**config.mk**
```make
export PLATFORM = sky130hd
export DESIGN_NAME = div_clock_monitor
export DESIGN_NICKNAME = d
export VERILOG_FILES = /design/src/rtl/div_clock_monitor.sv
export SDC_FILE = /design/constraint.sdc
export NUM_CORES = 1
export LEC_CHECK = 0
export BUFFER_PORTS_ARGS = -buffer_cell sky130_fd_sc_hd__buf_2
export CORE_ASPECT_RATIO = 0.7
export CORE_MARGIN = 3
export CORE_UTILIZATION = 61
export CTS_BUF_LIST = sky130_fd_sc_hd__clkbuf_16
export CTS_CLUSTER_SIZE = 30
export DETAILED_ROUTE_END_ITERATION = 8
export MAX_ROUTING_LAYER = met4
export PLACE_DENSITY = 0.93
export SKIP_LAST_GASP = 1
export SLEW_MARGIN = 20
export SYNTH_ARGS = -nofsm -noshare
export SYNTH_HDL_FRONTEND = slang
export SYNTH_SLANG_ARGS = --single-unit
```
**constraint.sdc**
```tcl
create_clock -name clock_in -period 7.6 [get_ports clock_in]
set_clock_uncertainty 0.15 [all_clocks]
set_input_delay 1.52 -clock clock_in [delete_from_list [all_inputs] [get_ports clock_in]]
set_output_delay 1.52 -clock clock_in [all_outputs]
set_load 0.01 [all_outputs]
```
**src/rtl/div_clock_monitor.sv**
```systemverilog
// Fast-domain monitor for a divided clock: synchronised edge strobes, rise-to-rise
// period measurement, lock detection on a stable period and loss detection on timeout.
module div_clock_monitor #(
  parameter int CNT_W      = 16,
  parameter int TIMEOUT    = 1024,
  parameter int LOCK_COUNT = 4,
  parameter int TOL        = 0
) (
  input  logic             clock_in,
  input  logic             reset,
  input  logic             div_clock,
  output logic             rise_pulse,
  output logic             fall_pulse,
  output logic [CNT_W-1:0] period,
  output logic             period_valid,
  output logic             locked,
  output logic             lost
);

  typedef enum logic [2:0] {S_IDLE, S_MEASURE, S_CHECK, S_LOCKED, S_LOST} state_t;

  localparam logic [CNT_W-1:0] CNT_MAX   = '1;
  localparam logic [CNT_W-1:0] TIMEOUT_C = CNT_W'(TIMEOUT);
  localparam logic [3:0]       LOCK_LAST = 4'(LOCK_COUNT - 1);
  localparam logic [CNT_W:0]   TOL_C     = (CNT_W+1)'(TOL);

  function automatic logic [CNT_W-1:0] sat_inc(input logic [CNT_W-1:0] v);
    return (v == CNT_MAX) ? v : v + CNT_W'(1);
  endfunction

  function automatic logic within_tol(input logic [CNT_W-1:0] a, input logic [CNT_W-1:0] b);
    logic signed [CNT_W+1:0] d;
    d = $signed({2'b00, a}) - $signed({2'b00, b});
    if (d < 0) d = -d;
    return d <= $signed({1'b0, TOL_C});
  endfunction

  logic             r_s1, r_s2, r_s3;
  logic [CNT_W-1:0] r_cnt, r_ref;
  logic [3:0]       r_match;
  state_t           r_state;

  state_t     w_state_nxt;
  logic [3:0] w_match_nxt;
  logic       w_rise, w_fall, w_report, w_match_ok;

  assign w_rise     = r_s2 & ~r_s3;
  assign w_fall     = ~r_s2 & r_s3;
  // r_cnt still holds the pre-load count on the rise cycle, so it is the measured period
  assign w_match_ok = within_tol(r_cnt, r_ref);

  always_ff @(posedge clock_in) begin
    if (reset) r_state <= S_IDLE;
    else       r_state <= w_state_nxt;
  end

  always_comb begin
    w_state_nxt = r_state;
    w_match_nxt = r_match;
    w_report    = 1'b0;
    case (r_state)
      S_IDLE, S_LOST: begin
        if (w_rise) w_state_nxt = S_MEASURE;
      end
      S_MEASURE: begin
        if (w_rise) begin
          w_report    = 1'b1;
          w_match_nxt = '0;
          w_state_nxt = (LOCK_COUNT == 1) ? S_LOCKED : S_CHECK;
        end
      end
      S_CHECK: begin
        if (w_rise) begin
          w_report = 1'b1;
          if (w_match_ok) begin
            w_match_nxt = r_match + 4'd1;
            if (w_match_nxt >= LOCK_LAST) w_state_nxt = S_LOCKED;
          end else begin
            w_match_nxt = '0;
          end
        end
      end
      S_LOCKED: begin
        if (w_rise) begin
          w_report = 1'b1;
          if (!w_match_ok) begin
            w_match_nxt = '0;
            w_state_nxt = S_CHECK;
          end
        end
      end
      default: w_state_nxt = S_IDLE;
    endcase
    // A rise in the same cycle as the timeout takes priority
    if (!w_rise && (r_state != S_LOST) && (r_cnt == TIMEOUT_C)) w_state_nxt = S_LOST;
  end

  always_ff @(posedge clock_in) begin
    if (reset) begin
      r_s1         <= 1'b0;
      r_s2         <= 1'b0;
      r_s3         <= 1'b0;
      r_cnt        <= '0;
      r_ref        <= '0;
      r_match      <= '0;
      period       <= '0;
      rise_pulse   <= 1'b0;
      fall_pulse   <= 1'b0;
      period_valid <= 1'b0;
      locked       <= 1'b0;
      lost         <= 1'b0;
    end else begin
      r_s1         <= div_clock;
      r_s2         <= r_s1;
      r_s3         <= r_s2;
      rise_pulse   <= w_rise;
      fall_pulse   <= w_fall;
      r_cnt        <= w_rise ? CNT_W'(1) : sat_inc(r_cnt);
      r_match      <= w_match_nxt;
      period_valid <= w_report;
      if (w_report) begin
        period <= r_cnt;
        r_ref  <= r_cnt;
      end
      locked <= (r_state == S_LOCKED);
      lost   <= (r_state == S_LOST);
    end
  end

endmodule

```
==> out/qor.log, run 1 <==
qor: power_and_ir_drop.ir_worst_vdd 112 uV
qor: die.die_area 6270 um^2
qor: grt.global_route.usage.total 27.8%
qor: flow_run.maxCapViolations 0
qor: timing.timing.final.max_slew_violations 0
qor: clocking.post_cts.resized_instances 0
qor: clocking.cts_tree yes
qor: die.num_io_pins 24
qor: clocking.postCtsSetupRepairBufs 0
qor: die.initial_cell_density_of_the_core 65.7%
qor: timing.timing.slew.headroom 55.1%
qor: setup_path.worstPathRequired 7.66 ns
qor: detailed_routing.drt-pass1-iter-count 5
qor: die.placement_rows 21
qor: detailed_routing.totalWireLength 7950 um
qor: place.io_buffers 23
qor: synthesis.post-synth-top-area-cell dfxtp_1
qor: synthesis.synthesis.nets 464
qor: detailed_routing.post-route-drc-count 0
qor: timing.period_utilisation_layout 51.1%
qor: detailed_routing.viasPerCell 6.20
qor: timing.hold_viol 0
qor: synthesis.synthCells 440
qor: grt.number_of_antenna_violations_at_the_first_check_in_global_routing 0
qor: setup_path.setup.worst_path.class reg -> reg
qor: layout.final.fill_count 394
qor: timing.finalSetupViolations 0
qor: clocking.insertion_delay 0.29 ns
qor: synthesis.synth-edff-count 0
qor: detailed_routing.route.antenna.remaining_nets 0
qor: synthesis.ys_seq_area_share 28.8%
qor: die.core-area 4970 um^2
qor: clocking.root_buffer_master clkbuf_16
qor: die.die_width 93.4 um
qor: timing.setup_repair_after_global_routing_missed_its_margin no
qor: clocking.cts-hold-fix-buffers 0
qor: synthesis.prevailing_post_synth_register_cell dfxtp_1
qor: place.gp_congestion 0.959
qor: setup_path.cp_max_fo 6
qor: layout.antenna_diode_instance_count 0
qor: synthesis.synthArstFlopShare 0%
qor: clocking.numCtsBuffers 5
qor: setup_path.cp_cell_sequence inv_1, ha_1, inv_1, fa_1, a211oi_1, o21ai_1, a31o_1, a21oi_1, xor2_1, and4_1, nand4_1, a211oi_2, a41oi_1, o21ai_1
qor: timing.worst_slew_pin_slew 0.657 ns
qor: synthesis.synth_top_cell_area_share 28.8%
qor: synthesis.synth_most_common_cell nand2_1
qor: grt.globalRouteOverflowTotal 0
qor: layout.drive_gt1_share 9.27%
qor: detailed_routing.routed-via-count 3235
qor: synthesis.synth_warnings 0
qor: clocking.clkTransAtPathRegs 0.07 ns
qor: setup_path.timing.critical_path.slowest_cell_delay 0.41 ns
qor: setup_path.setup.worst_path.end_class register
qor: synthesis.count_of_state_elements_after_synthesis 47
qor: setup_path.cp_data_arrival_time 3.94 ns
qor: detailed_routing.wl_per_cell 15.2 um
qor: worst_hold_path.hold_path.class reg -> reg
qor: synthesis.top_post_synthesis_cells_by_count 63 x nand2_1, 47 x dfxtp_1, 42 x a21oi_1
qor: synthesis.avgSynthCellArea 7.41 um^2
qor: die.die-height 67.2 um
qor: synthesis.yosysUniqueCellTypes 60
qor: status.outcome finished clean
qor: layout.final_nets 476
qor: grt.first_global_vias 2882
qor: timing.layout_min_cycle_time 3.88 ns
qor: clocking.h_tree_level_count 2
qor: setup_path.worst_path_max_delay_cell fa_1
qor: layout.area_delta_synth_final 8.59%
qor: clocking.clock_sinks 47
qor: timing.timing.fmax 0.258 GHz
qor: synthesis.synth_area 3260 um^2
qor: detailed_routing.drt-initial-drc-count 264
qor: power_and_ir_drop.power_density 162 nW/um^2
qor: setup_path.timing.critical_path.from_type register
qor: clocking.cts.path.max_buffers 2
qor: timing.setup_tns 0 ns
qor: place.place.detailed.hpwl 5890 um
qor: grt.pin_count_of_the_biggest_net_entering_global_routing 33
qor: synthesis.synth_top_cells_by_area dfxtp_1 29%, ha_1 7.7%, nand2_1 7.2%, a21oi_1 6.4%, nor2_1 4.6%
qor: layout.postLayoutCoreUtil 71.3%
qor: power_and_ir_drop.static-leakage-power 0.00145 uW
qor: grt.grt_pass1_wl 13600 um
worst paths after layout:
check                                           start                 endpoint  slack [ns]  depth (start not counted)
worst min-delay path                  r_s1$_SDFF_PP0_          r_s2$_SDFF_PP0_        0.29                          1
worst max-delay path            r_cnt[0]$_SDFFE_PP0P_  r_match[3]$_SDFFE_PP0P_        3.72                         14
worst max register to register  r_cnt[0]$_SDFFE_PP0P_  r_match[3]$_SDFFE_PP0P_        3.72                         14
worst min register to register        r_s1$_SDFF_PP0_          r_s2$_SDFF_PP0_        0.29                          1
power by group:
| part | switching (uW) | internal, uW | total [uW] | leakage, uW |
|---|---|---|---|---|
| clock | 96.2 | 122 | 218 | 0.0000716 |
| combinational | 63.6 | 38.4 | 102 | 0.000998 |
| sequential | 3.24 | 249 | 252 | 0.000380 |
worst max-delay path: cells and delay by family, from the launching register on:
family,cells,cell delay (ns)
adders and majority gates,2,0.57
buffers and inverters,2,0.15
and+or+nand+nor,2,0.36
AOI/OAI and AO/OA,7,1.84
xor gates and xnor gates,1,0.38
DFF,1,0.36
cell usage in the layout, fill, tap and decap left out, types with 11 or more instances in the layout:
cell	count
nand2_1	63
dfxtp_1	47
a21oi_1	42
nor2_1	40
inv_1	28
buf_2	23
ha_1	20
o21ai_0	18
nand3_1	16
and3_1	11
xor2_1	11
metal layers:
| metal | vias up | GRT usage (%) | share of wire, % |
|---|---|---|---|
| met3 | 29 | 4.01 | 7.9 |
| met2 | 138 | 40.3 | 42 |
| met4 | 0 | 11.3 | 2.4 |
| met5 | - | - | 0 |
| li1 | 1596 | - | - |
| met1 | 1472 | 38.9 | 48 |
stage by stage:
step / area (um^2) / hold WS, ns / instances / total power, uW / setup slack, ns
3_3_place_gp: 3400 / 0.266 / 514 / 353 / 3.88
4_1_cts: 3540 / 0.293 / 522 / 572 / 3.75
5_1_grt: 3540 / 0.306 / 522 / 598 / 3.36
3_5_place_dp: 3400 / 0.278 / 514 / 356 / 3.77
2_1_floorplan: 3260 / 0.264 / 440 / 336 / 4.03
6_report: 3540 / 0.290 / 522 / 572 / 3.72
state kept, by name (all words and copies together), names as in the netlist:
signal	count
r_s1	1
locked	1
r_cnt	16
r_state	3
r_s2	1
r_s3	1
rise_pulse	1
fall_pulse	1
lost	1
r_match	4
r_ref	16
period_valid	1
area by class of cell:
class | instances | area [um^2] | share of cell area, %
Inverter | 27 | 101 | 2.86
Multi-Input combinational cell | 347 | 2150 | 60.6
Clock buffer | 5 | 125 | 3.53
Timing Repair Buffer | 24 | 123 | 3.46
Tap cell | 69 | 86.3 | 2.44
Clock inverter | 3 | 20.0 | 0.565
Sequential cell | 47 | 941 | 26.6
cell families after synthesis:
logic type / Yosys count / synth area share (%)
DFF: 47 / 28.8
AOI/OAI and AO/OA: 115 / 22.9
and+or+nand+nor: 190 / 29.0
xor gates and xnor gates: 20 / 5.37
muxes: 1 / 0.307
buffers and inverters: 46 / 5.37
adders and majority gates: 21 / 8.29
No activity file was read; power rests on OpenSTA's default activity.
==> run 2, diff against run 1 <==
--- a/config.mk
+++ b/config.mk
@@ -8,12 +8,12 @@
 export BUFFER_PORTS_ARGS = -buffer_cell sky130_fd_sc_hd__buf_2
 export CORE_ASPECT_RATIO = 0.7
 export CORE_MARGIN = 3
-export CORE_UTILIZATION = 61
+export CORE_UTILIZATION = 55
 export CTS_BUF_LIST = sky130_fd_sc_hd__clkbuf_16
 export CTS_CLUSTER_SIZE = 30
 export DETAILED_ROUTE_END_ITERATION = 8
 export MAX_ROUTING_LAYER = met4
-export PLACE_DENSITY = 0.93
+export PLACE_DENSITY = 0.89
 export SKIP_LAST_GASP = 1
 export SLEW_MARGIN = 20
 export SYNTH_ARGS = -nofsm -noshare
==> constraint.sdc (replaced) <==
create_clock -name clock_in -period 3.5 [get_ports clock_in]
set_clock_uncertainty 0.15 [all_clocks]
set_input_delay 0.7 -clock clock_in [delete_from_list [all_inputs] [get_ports clock_in]]
set_output_delay 0.7 -clock clock_in [all_outputs]
set_load 0.01 [all_outputs]
==> out/qor.log, run 2 (synthesis results as in run 1) <==
qor: timing.layout_setup_ws -0.0513 ns [was 3.72 ns]
qor: detailed_routing.viasPerCell 6.36 [was 6.20]
qor: setup_path.timing.critical_path.from_type register [unchanged]
qor: place.place.detailed.hpwl 6940 um [was 5890 um]
qor: clocking.cts-hold-fix-buffers 0 [unchanged]
qor: die.num_io_pins 24 [unchanged]
qor: die.placement_rows 22 [was 21]
qor: layout.most_frequent_cells_in_the_layout 63 x nand2_1, 45 x dfxtp_1, 41 x a21oi_1, 40 x nor2_1, 39 x buf_4 [was 63 x nand2_1, 47 x dfxtp_1, 42 x a21oi_1, 40 x nor2_1, 28 x inv_1]
qor: setup_path.setup.worst_path.class reg -> reg [unchanged]
qor: clocking.cts.path.max_buffers 2 [unchanged]
qor: layout.most_common_cell_after_layout_fill_and_taps_aside nand2_1 [unchanged]
qor: setup_path.cp_data_arrival_time 3.62 ns [was 3.94 ns]
qor: setup_path.cp_max_fo 7 [was 6]
qor: layout.antenna_diode_instance_count 0 [unchanged]
qor: die.core-area 5480 um^2 [was 4970 um^2]
qor: power_and_ir_drop.totalPowerFinal 1300 uW [was 572 uW]
qor: place.io_buffers 23 [unchanged]
qor: layout.final_nets 514 [was 476]
qor: detailed_routing.post-route-drc-count 0 [unchanged]
qor: power_and_ir_drop.ir_worst_vdd 244 uV [was 112 uV]
qor: layout.area_delta_synth_final 21.9% [was 8.59%]
qor: clocking.clock_sinks 47 [unchanged]
qor: grt.globalRouteOverflowTotal 0 [unchanged]
qor: detailed_routing.wl_per_cell 17.4 um [was 15.2 um]
qor: grt.global_route.usage.total 28.2% [was 27.8%]
qor: place.placedInstanceArea 3660 um^2 [was 3400 um^2]
qor: die.initial_cell_density_of_the_core 59.5% [was 65.7%]
qor: timing.finalSetupViolations 5 [was 0]
qor: power_and_ir_drop.power_density 328 nW/um^2 [was 162 nW/um^2]
qor: layout.drive_gt1_share 21.2% [was 9.27%]
qor: place.gp_congestion 0.915 [was 0.959]
qor: die.die-height 70.4 um [was 67.2 um]
qor: detailed_routing.totalWireLength 9810 um [was 7950 um]
qor: clocking.numCtsBuffers 5 [unchanged]
qor: detailed_routing.routed-via-count 3582 [was 3235]
qor: die.die_area 6910 um^2 [was 6270 um^2]
qor: clocking.root_buffer_master clkbuf_16 [unchanged]
qor: status.outcome finished, violations left [was finished clean]
qor: timing.period_utilisation_layout 101% [was 51.1%]
qor: timing.hold_viol 0 [unchanged]
qor: status.failed_checks setup timing
qor: grt.grt_pass1_wl 15500 um [was 13600 um]
qor: setup_path.worstPathRequired 3.56 ns [was 7.66 ns]
qor: clocking.cts_tree yes [unchanged]
qor: layout.design_area 3980 um^2 [was 3540 um^2]
qor: timing.timing.fmax 0.282 GHz [was 0.258 GHz]
qor: timing.worst_slew_pin_slew 0.636 ns [was 0.657 ns]
qor: layout.largestRegisters r_cnt (16), r_ref (16), r_match (4) [unchanged]
qor: layout.final.fill_count 420 [was 394]
qor: grt.pin_count_of_the_biggest_net_entering_global_routing 33 [unchanged]
qor: grt.first_global_vias 3316 [was 2882]
qor: timing.layout_min_cycle_time 3.55 ns [was 3.88 ns]
qor: timing.setup_repair_after_global_routing_missed_its_margin yes [was no]
qor: detailed_routing.route.antenna.remaining_nets 0 [unchanged]
qor: layout.multi_input_area 2290 um^2 [was 2150 um^2]
qor: clocking.clkTransAtPathRegs 0.07 ns [about the same]
qor: power_and_ir_drop.static-leakage-power 0.00166 uW [was 0.00145 uW]
qor: setup_path.setup.worst_path.end_class register [unchanged]
qor: timing.timing.final.max_slew_violations 0 [unchanged]
qor: flow_run.maxCapViolations 0 [unchanged]
qor: clocking.insertion_delay 0.29 ns [about the same]
qor: grt.number_of_antenna_violations_at_the_first_check_in_global_routing 0 [unchanged]
qor: timing.timing.slew.headroom 57.6% [was 55.1%]
qor: worst_hold_path.hold_path.class reg -> reg [unchanged]
qor: layout.area.sequential 943 um^2 [was 941 um^2]
qor: detailed_routing.drt-initial-drc-count 438 [was 264]
qor: die.die_width 98.0 um [was 93.4 um]
qor: detailed_routing.drt-pass1-iter-count 6 [was 5]
qor: clocking.h_tree_level_count 2 [unchanged]
[run 2: changes by cell type in the layout (fill, tap and decap cells not counted), moves of 2 or more]
cell	delta
a22oi_1	-2
a211oi_1	-2
ha_1	-3
a2111oi_2	+2
ha_4	+2
inv_2	+2
dfxtp_1	-2
a2111oi_1	-2
buf_4	+38
dfxtp_2	+2
inv_1	-2
a22oi_2	+2
[run 2: final cells by class]
type	count	share of cell area, %
multi-input cells	347	57.5
inverters	27	2.55
clock buffers	5	3.15
well taps	72	2.27
flip-flops and latches	47	23.7
clock inverters	3	0.504
repair buffers	62	10.3
[run 2: routing by layer]
metal / part of all wire, % / wire [um] / global-route usage [%] / up-vias
met2: 42 / 4170 / 42.2 / 236
met1: 43 / 4240 / 38.0 / 1643
met4: 3.0 / 297 / 8.14 / 0
met3: 11 / 1100 / 6.69 / 42
li1: - / - / - / 1661
met5: 0 / 0 / - / -
[run 2: stage by stage]
step / cells / utilization, % / hold slack, ns / setup WS, ns / TNS (ns)
floorplan: 440 / - / 0.264 / 0.0286 / 0
global placement: 551 / 66.9 / 0.267 / -0.0300 / -0.0300
detailed placement: 551 / 66.9 / 0.283 / -0.158 / -0.598
CTS: 562 / 71.0 / 0.299 / -0.0189 / -0.0222
global route: 563 / 72.6 / 0.324 / -0.149 / -0.649
finish: 563 / 72.6 / 0.292 / -0.0513 / -0.129
[run 2: repair_timing]
item                                    in CTS  in global routing
gates resized for setup                     14                 16
endpoints found under the setup margin       5                  5
setup buffers                                3                  1
pin swaps                                    5                  4
[run 2: power by group]
part	switching (uW)	total [uW]	internal [uW]
sequential	5.24	546	540
combinational	168	283	115
clock	210	475	265
[run 2: worst paths after layout]
check,from,end,slack [ns],cells after the start
max,r_ref[4]$_SDFFE_PP0P_,r_match[3]$_SDFFE_PP0P_,-0.05,12
min,r_s1$_SDFF_PP0_,r_s2$_SDFF_PP0_,0.29,1
min reg2reg,r_s1$_SDFF_PP0_,r_s2$_SDFF_PP0_,0.29,1
max reg2reg,r_ref[4]$_SDFFE_PP0P_,r_match[3]$_SDFFE_PP0P_,-0.05,12
[run 2: critical path: stages, from the launching register on]
cell      delay (ns)
dfxtp_1         0.38
inv_1           0.09
ha_4            0.28
a21oi_1         0.42
and2_1          0.26
a211oi_2        0.11
nor2_1          0.29
xor2_2          0.29
a41oi_1         0.19
a2111o_1        0.48
a211oi_4        0.29
o211ai_1        0.14
o21ai_1         0.10
